File: src/rtl/motor_pkg.sv
// Shared motor-control types and helpers: widths, sector lookup,
// tracker state encoding and saturating position arithmetic.
package motor_pkg;

    localparam int unsigned POS_WIDTH = 24;

    localparam logic [2:0] SECTOR_UNKNOWN = 3'd7;

    localparam logic signed [POS_WIDTH-1:0] POS_MAX = {1'b0, {(POS_WIDTH-1){1'b1}}};
    localparam logic signed [POS_WIDTH-1:0] POS_MIN = {1'b1, {(POS_WIDTH-1){1'b0}}};

    // Tracker state encoding
    localparam logic [0:0] ST_UNSEEDED = 1'b0;
    localparam logic [0:0] ST_TRACKING = 1'b1;

    // Map a {hall1,hall2,hall3} code onto its commutation sector
    function automatic logic [2:0] hall_to_sector(input logic [2:0] code);
        logic [2:0] result;
        case (code)
            3'b101:  result = 3'd0;
            3'b100:  result = 3'd1;
            3'b110:  result = 3'd2;
            3'b010:  result = 3'd3;
            3'b011:  result = 3'd4;
            3'b001:  result = 3'd5;
            default: result = SECTOR_UNKNOWN;
        endcase
        return result;
    endfunction

    // Apply a +1/-1 step that sticks at the signed range limits
    function automatic logic signed [POS_WIDTH-1:0] sat_step(
        input logic signed [POS_WIDTH-1:0] value,
        input logic                        up,
        input logic                        down
    );
        logic signed [POS_WIDTH-1:0] result;
        result = value;
        if (up && (value != POS_MAX)) begin
            result = value + POS_WIDTH'(1);
        end else if (down && (value != POS_MIN)) begin
            result = value - POS_WIDTH'(1);
        end
        return result;
    endfunction

endpackage

File: src/rtl/hall_debounce.sv
// Two-flop synchronizer plus run-length debounce for the three Hall lines.
// `changed` pulses for one cycle whenever hall_db takes a new value.
module hall_debounce #(
    parameter int unsigned DEBOUNCE_CYCLES = 16
) (
    input  logic       clk,
    input  logic       reset,
    input  logic [2:0] raw,
    output logic [2:0] hall_db,
    output logic       changed
);

    localparam int unsigned CNT_W = 8;

    logic [2:0]       sync1;
    logic [2:0]       sync2;
    logic [2:0]       cand;
    logic [CNT_W-1:0] cnt;
    logic [CNT_W-1:0] run_len;

    // Synchronize the asynchronous Hall lines into the clock domain
    always_ff @(posedge clk) begin
        if (reset) begin
            sync1 <= 3'b000;
            sync2 <= 3'b000;
        end else begin
            sync1 <= raw;
            sync2 <= sync1;
        end
    end

    // Length of the current run of identical samples, including this one
    always_comb begin
        if (sync2 != cand) begin
            run_len = CNT_W'(1);
        end else if (cnt >= CNT_W'(DEBOUNCE_CYCLES)) begin
            run_len = cnt;
        end else begin
            run_len = cnt + CNT_W'(1);
        end
    end

    // Accept the candidate once it has been stable long enough
    always_ff @(posedge clk) begin
        if (reset) begin
            cand    <= 3'b000;
            cnt     <= '0;
            hall_db <= 3'b000;
            changed <= 1'b0;
        end else begin
            cand    <= sync2;
            cnt     <= run_len;
            changed <= 1'b0;
            if ((run_len == CNT_W'(DEBOUNCE_CYCLES)) && (sync2 != hall_db)) begin
                hall_db <= sync2;
                changed <= 1'b1;
            end
        end
    end

endmodule

File: src/rtl/hall_position_tracker.sv
// Hall sensor front end: debounced sector, saturating step position and
// optional windowed velocity. Build with HALL_VELOCITY_EN defined to include
// the velocity window; otherwise velocity/velocity_valid are tied to 0.
module hall_position_tracker
    import motor_pkg::*;
#(
    parameter int unsigned DEBOUNCE_CYCLES = 16,
    parameter int unsigned VEL_WINDOW      = 65536
) (
    input  logic                        CLK,
    input  logic                        reset,
    input  logic                        hall1,
    input  logic                        hall2,
    input  logic                        hall3,
    input  logic                        zero_position,
    output logic [2:0]                  hall_db,
    output logic [2:0]                  sector,
    output logic signed [POS_WIDTH-1:0] position,
    output logic                        direction,
    output logic                        step_pulse,
    output logic                        hall_error,
    output logic signed [POS_WIDTH-1:0] velocity,
    output logic                        velocity_valid
);

    logic                        db_changed;
    logic [0:0]                  state;
    logic [0:0]                  state_next;
    logic [2:0]                  sector_next;
    logic [2:0]                  new_sector;
    logic [3:0]                  diff;
    logic [2:0]                  delta;
    logic                        step_up;
    logic                        step_down;
    logic                        direction_next;
    logic                        error_next;
    logic signed [POS_WIDTH-1:0] position_next;

    hall_debounce #(
        .DEBOUNCE_CYCLES(DEBOUNCE_CYCLES)
    ) u_debounce (
        .clk    (CLK),
        .reset  (reset),
        .raw    ({hall1, hall2, hall3}),
        .hall_db(hall_db),
        .changed(db_changed)
    );

    // Tracker next-state: classify each debounced change as seed, step or error
    always_comb begin
        state_next     = state;
        sector_next    = sector;
        direction_next = direction;
        step_up        = 1'b0;
        step_down      = 1'b0;
        error_next     = 1'b0;
        new_sector     = hall_to_sector(hall_db);
        diff           = 4'(new_sector) + 4'd6 - 4'(sector);
        delta          = (diff >= 4'd6) ? 3'(diff - 4'd6) : 3'(diff);

        if (db_changed) begin
            if (new_sector == SECTOR_UNKNOWN) begin
                error_next = 1'b1;
            end else if (state == ST_UNSEEDED) begin
                sector_next = new_sector;
                state_next  = ST_TRACKING;
            end else begin
                sector_next = new_sector;
                case (delta)
                    3'd1: begin
                        step_up        = 1'b1;
                        direction_next = 1'b1;
                    end
                    3'd5: begin
                        step_down      = 1'b1;
                        direction_next = 1'b0;
                    end
                    3'd2, 3'd3, 3'd4: error_next = 1'b1;
                    default: ;
                endcase
            end
        end

        if (zero_position) begin
            position_next = '0;
        end else begin
            position_next = sat_step(position, step_up, step_down);
        end
    end

    // Tracker state and registered outputs
    always_ff @(posedge CLK) begin
        if (reset) begin
            state      <= ST_UNSEEDED;
            sector     <= SECTOR_UNKNOWN;
            position   <= '0;
            direction  <= 1'b0;
            step_pulse <= 1'b0;
            hall_error <= 1'b0;
        end else begin
            state      <= state_next;
            sector     <= sector_next;
            position   <= position_next;
            direction  <= direction_next;
            step_pulse <= step_up | step_down;
            hall_error <= error_next;
        end
    end

`ifdef HALL_VELOCITY_EN
    localparam int unsigned WIN_W = (VEL_WINDOW > 2) ? $clog2(VEL_WINDOW) : 1;

    logic [WIN_W-1:0]            win_cnt;
    logic signed [POS_WIDTH-1:0] vel_acc;
    logic signed [POS_WIDTH-1:0] vel_acc_next;

    // Accumulator including this cycle's step
    always_comb begin
        vel_acc_next = sat_step(vel_acc, step_up, step_down);
    end

    // Free-running window: publish and clear the accumulator on the last cycle
    always_ff @(posedge CLK) begin
        if (reset) begin
            win_cnt        <= '0;
            vel_acc        <= '0;
            velocity       <= '0;
            velocity_valid <= 1'b0;
        end else begin
            velocity_valid <= 1'b0;
            if (win_cnt == WIN_W'(VEL_WINDOW - 1)) begin
                win_cnt        <= '0;
                vel_acc        <= '0;
                velocity       <= vel_acc_next;
                velocity_valid <= 1'b1;
            end else begin
                win_cnt <= win_cnt + WIN_W'(1);
                vel_acc <= vel_acc_next;
            end
        end
    end
`else
    logic unused_vel_cfg;

    // Velocity measurement not built
    assign velocity       = '0;
    assign velocity_valid = 1'b0;
    assign unused_vel_cfg = ^(32'(VEL_WINDOW));
`endif

endmodule

File: config.mk
export PLATFORM = sky130hd
export DESIGN_NAME = hall_position_tracker
export DESIGN_NICKNAME = d
export VERILOG_FILES = /design/src/rtl/motor_pkg.sv /design/src/rtl/hall_debounce.sv /design/src/rtl/hall_position_tracker.sv
export SDC_FILE = /design/constraint.sdc
export NUM_CORES = 1
export LEC_CHECK = 0
export BUFFER_PORTS_ARGS = -buffer_cell sky130_fd_sc_hd__buf_2
export CAP_MARGIN = 20
export CORE_ASPECT_RATIO = 1.2
export CORE_MARGIN = 4
export CORE_UTILIZATION = 25
export CTS_CLUSTER_DIAMETER = 50
export DETAILED_ROUTE_END_ITERATION = 10
export GPL_TIMING_DRIVEN = 0
export PLACE_DENSITY = 0.45
export SLEW_MARGIN = 0
export SYNTH_ARGS = -nofsm -noshare
export SYNTH_HDL_FRONTEND = slang
export SYNTH_SLANG_ARGS = --single-unit
File: constraint.sdc
create_clock -name CLK -period 9.9 [get_ports CLK]
set_input_delay 2.475 -clock CLK [delete_from_list [all_inputs] [get_ports CLK]]
set_output_delay 2.475 -clock CLK [all_outputs]
set_load 0.02 [all_outputs]
---- Yosys cells after proc, flatten, opt, wreduce, memory -nomap -nowiden ----
Index checks and enable logic that the tools add are counted.
word-level totals
  register bits after elaboration ......... 52
  bits of input ports ..................... 6
  output and inout bits ................... 58
operators by class
  add/subtract/negate cells ............... 6
  $lt $le $gt $ge ......................... 2
  equality and inequality tests ........... 17
  mux-type cells .......................... 19
  bitwise gates (word level) .............. 3
  reductions and logical operators ........ 10
operators with widths
  operator               number
  $mux 24                2
  $ne 24x24->1 const B   2
  $add 24x2->24 const B  1
  $sub 24x2->24 const B  1
  $eq 3x3->1 const B     6
  $pmux 3 s6             1
  $mux 8                 2
  $eq 3x2->1 const B     4
  $mux 1                 12
  $add 8x1->8 const B    1
  $eq 8x5->1 const B     1
  $ge 8x5->1 const B     1
  $eq 3x1->1 const B     2
  $ne 3x3->1             2
  $add 3x3->4 const B    1
  $ge 4x3->1 const B     1
  $reduce_and 4->1       1
  $reduce_bool 2->1      2
  $reduce_or 2->1        2
  $sub 4x3->4            1
  $logic_and 1x1->1      3
  $mux 3                 1
  $reduce_or 3->1        1
  $sub 3x3->3 const B    1
  4 further kinds        5

---- Logic depth before layout (Yosys ltp) ----
Gate-level depths: netlist (run 1).
  depth in word-level cells ............... 14
  mapped depth ............................ 21
  mapped depth without buffers ............ 19

---- Cells and area by module ----
A second synthesis (run 1) with hierarchy kept.
unflattened totals
  cells, all modules ...................... 460
  area total of the unflattened synthesis .. 3814.9 um^2
modules (own cells, without submodules)
  module                 instances  cells an instance  area an instance (um^2)
  hall_position_tracker  1          380                2982.9
  hall_debounce          1          80                 832.0

---- Worst setup path before layout (run 1) ----
No wires, ideal clock.
  path type ............................... reg-to-reg
  from .................................... register u_debounce.hall_db[0]
  to ...................................... register position[21]
  arrival ................................. 5.125 ns
  path slack .............................. 4.661 ns
  stages on the path, launching flop included .. 20
  clock period less this slack ............ 5.239 ns
  cell sequence ........................... dfxtp_1 > clkbuf_1 > inv_1 > a21boi_0 > ha_1 > inv_1 > ha_1 > fa_1 > nand2b_1 > mux2i_1 > nor3_1 > nand3_1 > ha_1 > nand2_1 > o31a_1 > a21bo_2 > a2111oi_0 > o22ai_1 > xnor2_1 > o21a_1
on the way
  longest elaborated chain between the ends .. 13
ends and longest elaborated chain
  what                                                 RTL line                          text
  from (decl)                                          hall_debounce.sv:9                output logic [2:0] hall_db,
  from (signal assigned)                               hall_debounce.sv:55               hall_db <= sync2;
  $eq 3x1->1 (tied with other cells)                   motor_pkg.sv:19                   case (code)
  $pmux 3 s6 (*)                                       motor_pkg.sv:19
  $add 3x3->4                                          hall_position_tracker.sv:58       diff = 4'(new_sector) + 4'd6 - 4'(sector);
  $sub 4x3->4                                          hall_position_tracker.sv:58
  $ge 4x3->1 / $sub 3x3->3 (equally long branches)     hall_position_tracker.sv:59       delta = (diff >= 4'd6) ? 3'(diff - 4'd6) : 3'(diff);
  $mux 3                                               hall_position_tracker.sv:59
  $eq 3x1->1 / $eq 3x3->1 (equally long branches)      hall_position_tracker.sv:69       case (delta)
  $mux 1                                               hall_position_tracker.sv:69
  $mux 1                                               hall_position_tracker.sv:64       end else if (state == ST_UNSEEDED) begin
  $mux 1                                               hall_position_tracker.sv:62       if (new_sector == SECTOR_UNKNOWN) begin
  $mux 1                                               hall_position_tracker.sv:61       if (db_changed) begin
  $logic_and 1x1->1, on equally long branches          motor_pkg.sv:39, motor_pkg.sv:41
  $mux 24 / $reduce_bool 2->1 (equally long branches)  --
  to (signal assigned)                                 hall_position_tracker.sv:103      position <= position_next;
  to (decl)                                            hall_position_tracker.sv:18       output logic signed [POS_WIDTH-1:0] position,
Every way passes the cells marked *; elsewhere a longest branch is shown, timed or not.
A chain may end at the register's enable or synchronous reset.

---- Final worst setup path (run 1) ----
  from .................................... register u_debounce.hall_db[0]
  to ...................................... register position[20]
Same word-level chain as after synthesis.

==> impl_metrics.ini, run 1 <==
[clocking]
htree_num_levels = 2
cts_num_sinks = 52
cts.path.max_buffers = 2
postCtsSetupRepairBufs = 0
postCtsHoldBufs = 0
cts_tree = done
cts_resized = 0
clk_latency_ps = 310
numCtsBuffers = 5
path_clk_slew_ps = 80
clk_root_buffer_cell = clkbuf_16

[power_and_ir_drop]
power_leakage_nw = 2.06
fin_total_pwr_uw = 435
power.density_mw_per_mm2 = 99.7
peakVddDrop_mv = 0.0641

[routing]
vias = 3329
first_iter_violations = 147
routed_wirelength_mm = 10.0
antenna_left = 0
dr.pass1.iters = 5
vias_per_cell = 4.74
wire_per_inst_um = 14.3
drc_errors = 0

[worst_setup_path]
path_class = register to register
critPathRequiredTime_ps = 10100
start_kind = register
cp.arrival_ps = 6070
reg2reg_depth = 21
worstPathMaxFanout = 17
endpoint_kind = register

[placed_design]
placed_cell_area_mm2 = 0.00421
port_buffers = 38
gp_congestion = 0.811
dp_cells = 695
dp_hpwl_mm = 7.78

[sta]
finClkSkew_ps = 6.90
tightest_slew_ps = 919
setup-violations-final = 0
relSlewSlack = 0.384
rsz0062_at_grt = false
period_share = 0.593
finalHoldViolations = 0
fin_setup_tns_ps = 0
maxSlewViolCount = 0
fmaxAchievable_mhz = 170
min_period_ps = 5870

[global_routing]
grt_pass1_vias = 3193
overflow = 0
grt_max_degree = 19
grt.met1_usage = 0.143
grt_use_met2 = 0.216
grt_pass1_wl_mm = 16.2
track_usage = 0.120
grt_use_met3 = 0.0285
antenna_found_initial = 0
grt.busiest_layer = met2

[layout]
final_cells = 703
nNetsFinal = 564
syn2layout_area_growth_pct = 18.5
drive_gt1_frac = 0.167
num_antenna_cells = 0
nFillCells = 1573
final_cell_area_mm2 = 0.00436

[logic_synthesis]
netlist_instances = 457
synth_area_leaders = dfxtp_1 28%, ha_1 9.9%, a21oi_1 5.7%
synth_top_area_share = 0.283
synth_edf_count = 0
ys_top_cells_by_count = 52 x dfxtp_1, 42 x a21oi_1, 40 x nor2_1
ys_async_sr_fraction = 0
postSynthAreaPerCell_um2 = 8.06
synth_area_leader_cell = dfxtp_1
yosysSeqAreaShare = 0.283
ys.flop_type = dfxtp_1
yosysUniqueCellTypes = 61
synth_most_common_cell = dfxtp_1
ys_warn_count = 0
synth-seq-cells = 52
syn-cell-area_mm2 = 0.00368

[hold_path]
hold_class = register to register
hold_depth = 1

[floorplan]
ioPinCount = 64
rows = 48
coreArea_mm2 = 0.0144
dieHeight_um = 141
dieWidth_um = 119
dieArea_mm2 = 0.0167
start_util = 0.255

[run_status]
status = complete, no violations

[flow_run]
drv_cap = 0
-- registers in the layout (all words and copies together), names as in the netlist, 3 cells and up --
| register | flops |
|---|---|
| u_debounce.sync2 | 3 |
| u_debounce.hall_db | 3 |
| position | 24 |
| u_debounce.cnt | 8 |
| sector | 3 |
| u_debounce.cand | 3 |
| u_debounce.sync1 | 3 |
-- final timing paths --
path,from,endpoint,slack (ps)
max,u_debounce.hall_db[0],position[20],4030
min,u_debounce.sync1[1],u_debounce.sync2[1],440
max reg2reg,u_debounce.hall_db[0],position[20],4030
min reg2reg,u_debounce.sync1[1],u_debounce.sync2[1],440
-- layer usage --
layer	wire, um	vias up
met5	0	-
met4	173	0
met3	443	12
met2	5020	75
met1	4400	1509
li1	-	1733
-- metrics by stage --
step	setup slack, ps	hold slack [ps]	utilization
finish	4030	436	0.303
global route	3410	460	0.303
CTS	3960	439	0.303
detailed placement	3940	420	0.292
global placement	3460	428	0.290
floorplan	4660	414	-
-- final cells by class --
class / count / area [um^2] / share of cell area
Multi-Input combinational cell: 365 / 2380 / 0.546
Tap cell: 175 / 219 / 0.0502
Timing Repair Buffer: 39 / 218 / 0.0499
Sequential cell: 52 / 1040 / 0.239
Buffer: 43 / 273 / 0.0625
Clock inverter: 3 / 27.5 / 0.00631
Clock buffer: 5 / 125 / 0.0287
Inverter: 21 / 78.8 / 0.0181
-- report_power, final --
| group | total (mW) | switching, mW | internal (mW) | leakage, nW |
|---|---|---|---|---|
| Sequential | 0.214 | 0.00231 | 0.212 | 0.421 |
| Clock | 0.189 | 0.0923 | 0.0963 | 0.0719 |
| Combinational | 0.0323 | 0.0195 | 0.0128 | 1.56 |
| Total | 0.435 | 0.114 | 0.321 | 2.06 |
-- worst max-delay path, cell delays in order, from the launching register on --
cell and delay, ps:
dfxtp_1 470, clkbuf_1 350, inv_1 90, a21boi_0 190, ha_1 140, inv_1 40, ha_1 190, fa_1 520
nand2b_1 160, mux2i_1 110, nor3_1 450, nand3_1 590, buf_16 360, ha_1 270, clkbuf_1 190, a21oi_1 200
o21ai_0 130, a32oi_1 420, nand2_1 170, a311oi_1 360, nor3_1 90, a211o_1 270
-- cell usage in the layout (no fill, tap or decap), drive strengths merged, types with 4 or more instances in the layout --
| cell | instances |
|---|---|
| a211oi | 5 |
| a21o | 5 |
| a21oi | 42 |
| a31oi | 7 |
| and2 | 4 |
| and3 | 4 |
| buf | 69 |
| clkbuf | 18 |
| conb | 25 |
| dfxtp | 52 |
| ha | 29 |
| inv | 22 |
| mux2i | 12 |
| nand2 | 37 |
| nand3 | 10 |
| nand4 | 12 |
| nor2 | 41 |
| nor2b | 11 |
| nor3 | 14 |
| nor4 | 10 |
| o211ai | 4 |
| o21a | 5 |
| o21ai | 20 |
| or3 | 5 |
| xnor2 | 9 |
| xor2 | 17 |
-- cells by family after synthesis --
kind of cell               Yosys count  synth area share
xor gates and xnor gates            26            0.0639
muxes                               12            0.0326
buffers and inverters               64            0.0955
DFF                                 52             0.283
AOI/OAI and AO/OA                  114             0.199
adders and majority gates           31             0.109
other                                1           0.00102
and+or+nand+nor                    157             0.215
(Power assumes the default switching activity.)
==> run 2, diff against run 1 <==
Settings changed: PLACE_DENSITY 0.45 to 0.46.
Clock period 9.9 ns to 5.3 ns, I/O delays scaled along.
==> run 2 against run 1 <==
Clock-buffer cell count increased by 1; global-route usage about the same; die area unchanged; sequential share of layout area decreased by 0.44 points; power up 96%; sequential power grew 87%; register-to-register slack worse by 3600 ps; non-clock buffer count is 2 higher; critical endpoint unchanged.
==> impl_metrics.ini, run 2 (same netlist as run 1, synthesis figures left out) <==
[sta]
finClkSkew_ps = 9.89
tightest_slew_ps = 880
fmaxAchievable_mhz = 205
relSlewSlack = 0.411
min_period_ps = 4880
fin_setup_tns_ps = 0
period_share = 0.921
setup_ws_ps = 419
maxSlewViolCount = 0
rsz0062_at_grt = false
setup-violations-final = 0
finalHoldViolations = 0

[hold_path]
hold_depth = 1
hold_class = register to register

[placed_design]
dp_hpwl_mm = 7.72
gp_congestion = 0.806
port_buffers = 38
dp_slack_ps = -670

[floorplan]
rows = 48
dieArea_mm2 = 0.0167
dieWidth_um = 119
ioPinCount = 64
dieHeight_um = 141
coreArea_mm2 = 0.0144
start_util = 0.255

[run_status]
status = complete, no violations

[layout]
drive_gt1_frac = 0.183
largest_reg_flops = 24
syn2layout_area_growth_pct = 20.8
num_antenna_cells = 0
reg_top3 = position: 24 flops, u_debounce.cnt: 8 flops
regMostFlops = position
final_common_cell = dfxtp_1
layout_common_cells = 51 x dfxtp_1, 42 x a21oi_1, 41 x buf_2
nNetsFinal = 566

[clocking]
cts.path.max_buffers = 2
htree_num_levels = 2
cts_tree = done
path_clk_slew_ps = 70
clk_latency_ps = 300
numCtsBuffers = 5
cts_num_sinks = 52
clk_root_buffer_cell = clkbuf_16
postCtsHoldBufs = 0

[routing]
first_iter_violations = 233
wire_per_inst_um = 14.0
antenna_left = 0
dr.pass1.iters = 4
drc_errors = 0
vias = 3385
routed_wirelength_mm = 9.89
vias_per_cell = 4.80

[flow_run]
drv_cap = 0

[global_routing]
antenna_found_initial = 0
grt_pass1_vias = 3306
grt_max_degree = 18
track_usage = 0.120
overflow = 0
grt_pass1_wl_mm = 16.4

[power_and_ir_drop]
power.density_mw_per_mm2 = 191
fin_total_pwr_uw = 851
peakVddDrop_mv = 0.119
power_leakage_nw = 2.09

[worst_setup_path]
cp.arrival_ps = 5080
reg2reg_depth = 21
crit_top_cell = ha_1
start_kind = register
worstPathMaxFanout = 10
slowest_stage = fa_1
critPathMaxStageDelay_ps = 530
path_class = register to register
path_cells = buf_4 -> nand2_1 -> a21boi_0 -> ha_1 -> inv_1 -> ha_1 -> fa_1 -> nand2b_1 -> mux2i_1 -> nor3_4 -> nand3_4 -> buf_4 -> ha_1 -> clkbuf_1 -> a21oi_1 -> o21ai_0 -> a211oi_1 -> nor3_1 -> a311oi_2 -> nor3_1 -> a211o_1
critPathRequiredTime_ps = 5490
endpoint_kind = register
==> run 2: cell count changes in the layout (fill, tap and decap cells not counted), sizes merged <==
cell / change
clkinvlp: -1
inv: -1
buf: +3
bufinv: +1
==> run 2: layout make-up <==
cell class                      instances  area (um^2)
Buffer                                 43          274
Clock buffer                            6          139
Inverter                               21         78.8
Multi-Input combinational cell        365         2420
Tap cell                              175          219
Fill cell                            1574         9960
Sequential cell                        52         1040
Timing Repair Buffer                   41          233
Clock inverter                          2         38.8
==> run 2: path summary, 6_finish.rpt <==
path	end	start	slack [ps]
worst max-delay path	position[20]	u_debounce.hall_db[1]	420
worst min-delay path	u_debounce.sync2[1]	u_debounce.sync1[1]	440
worst max register to register	position[20]	u_debounce.hall_db[1]	420
worst min register to register	u_debounce.sync2[1]	u_debounce.sync1[1]	440
==> run 2: repair_timing <==
| action | 4_1_cts | 5_1_grt |
|---|---|---|
| buffers inserted | 0 | 2 |
| pin swaps | 0 | 3 |
| gates resized for setup | 5 | 6 |
| setup endpoints to repair | 14 | 8 |
==> run 2: critical path: cells and delay by family, from the launching register on <==
| kind | cells | cell delay, ps |
|---|---|---|
| compound gates | 6 | 1470 |
| simple gates | 6 | 930 |
| flops | 1 | 360 |
| buf+inv | 4 | 620 |
| fa+ha+maj | 4 | 1270 |
| mux | 1 | 150 |
==> run 2: per-layer routing <==
metal,GRT usage,share of wire,up-vias,wire [um]
met5,0,0,-,0
met4,0.0366,0.018,0,174
met3,0.0301,0.045,17,445
met2,0.216,0.50,77,4970
met1,0.139,0.43,1557,4290
li1,-,-,1734,-
==> run 2: per-stage QoR <==
stage	util	hold WS [ps]	area [um^2]	std cells
after floorplan	-	414	3770	481
after global placement	0.290	430	4180	694
after detailed placement	0.292	435	4210	695
after CTS	0.306	450	4410	703
after global routing	0.309	463	4450	705
final	0.309	444	4450	705
==> run 2: power breakdown <==
group          total (mW)  internal (mW)  switching [mW]
combinational      0.0600         0.0239          0.0361
clock               0.391          0.237           0.154
sequential          0.400          0.395         0.00446
total               0.851          0.656           0.195
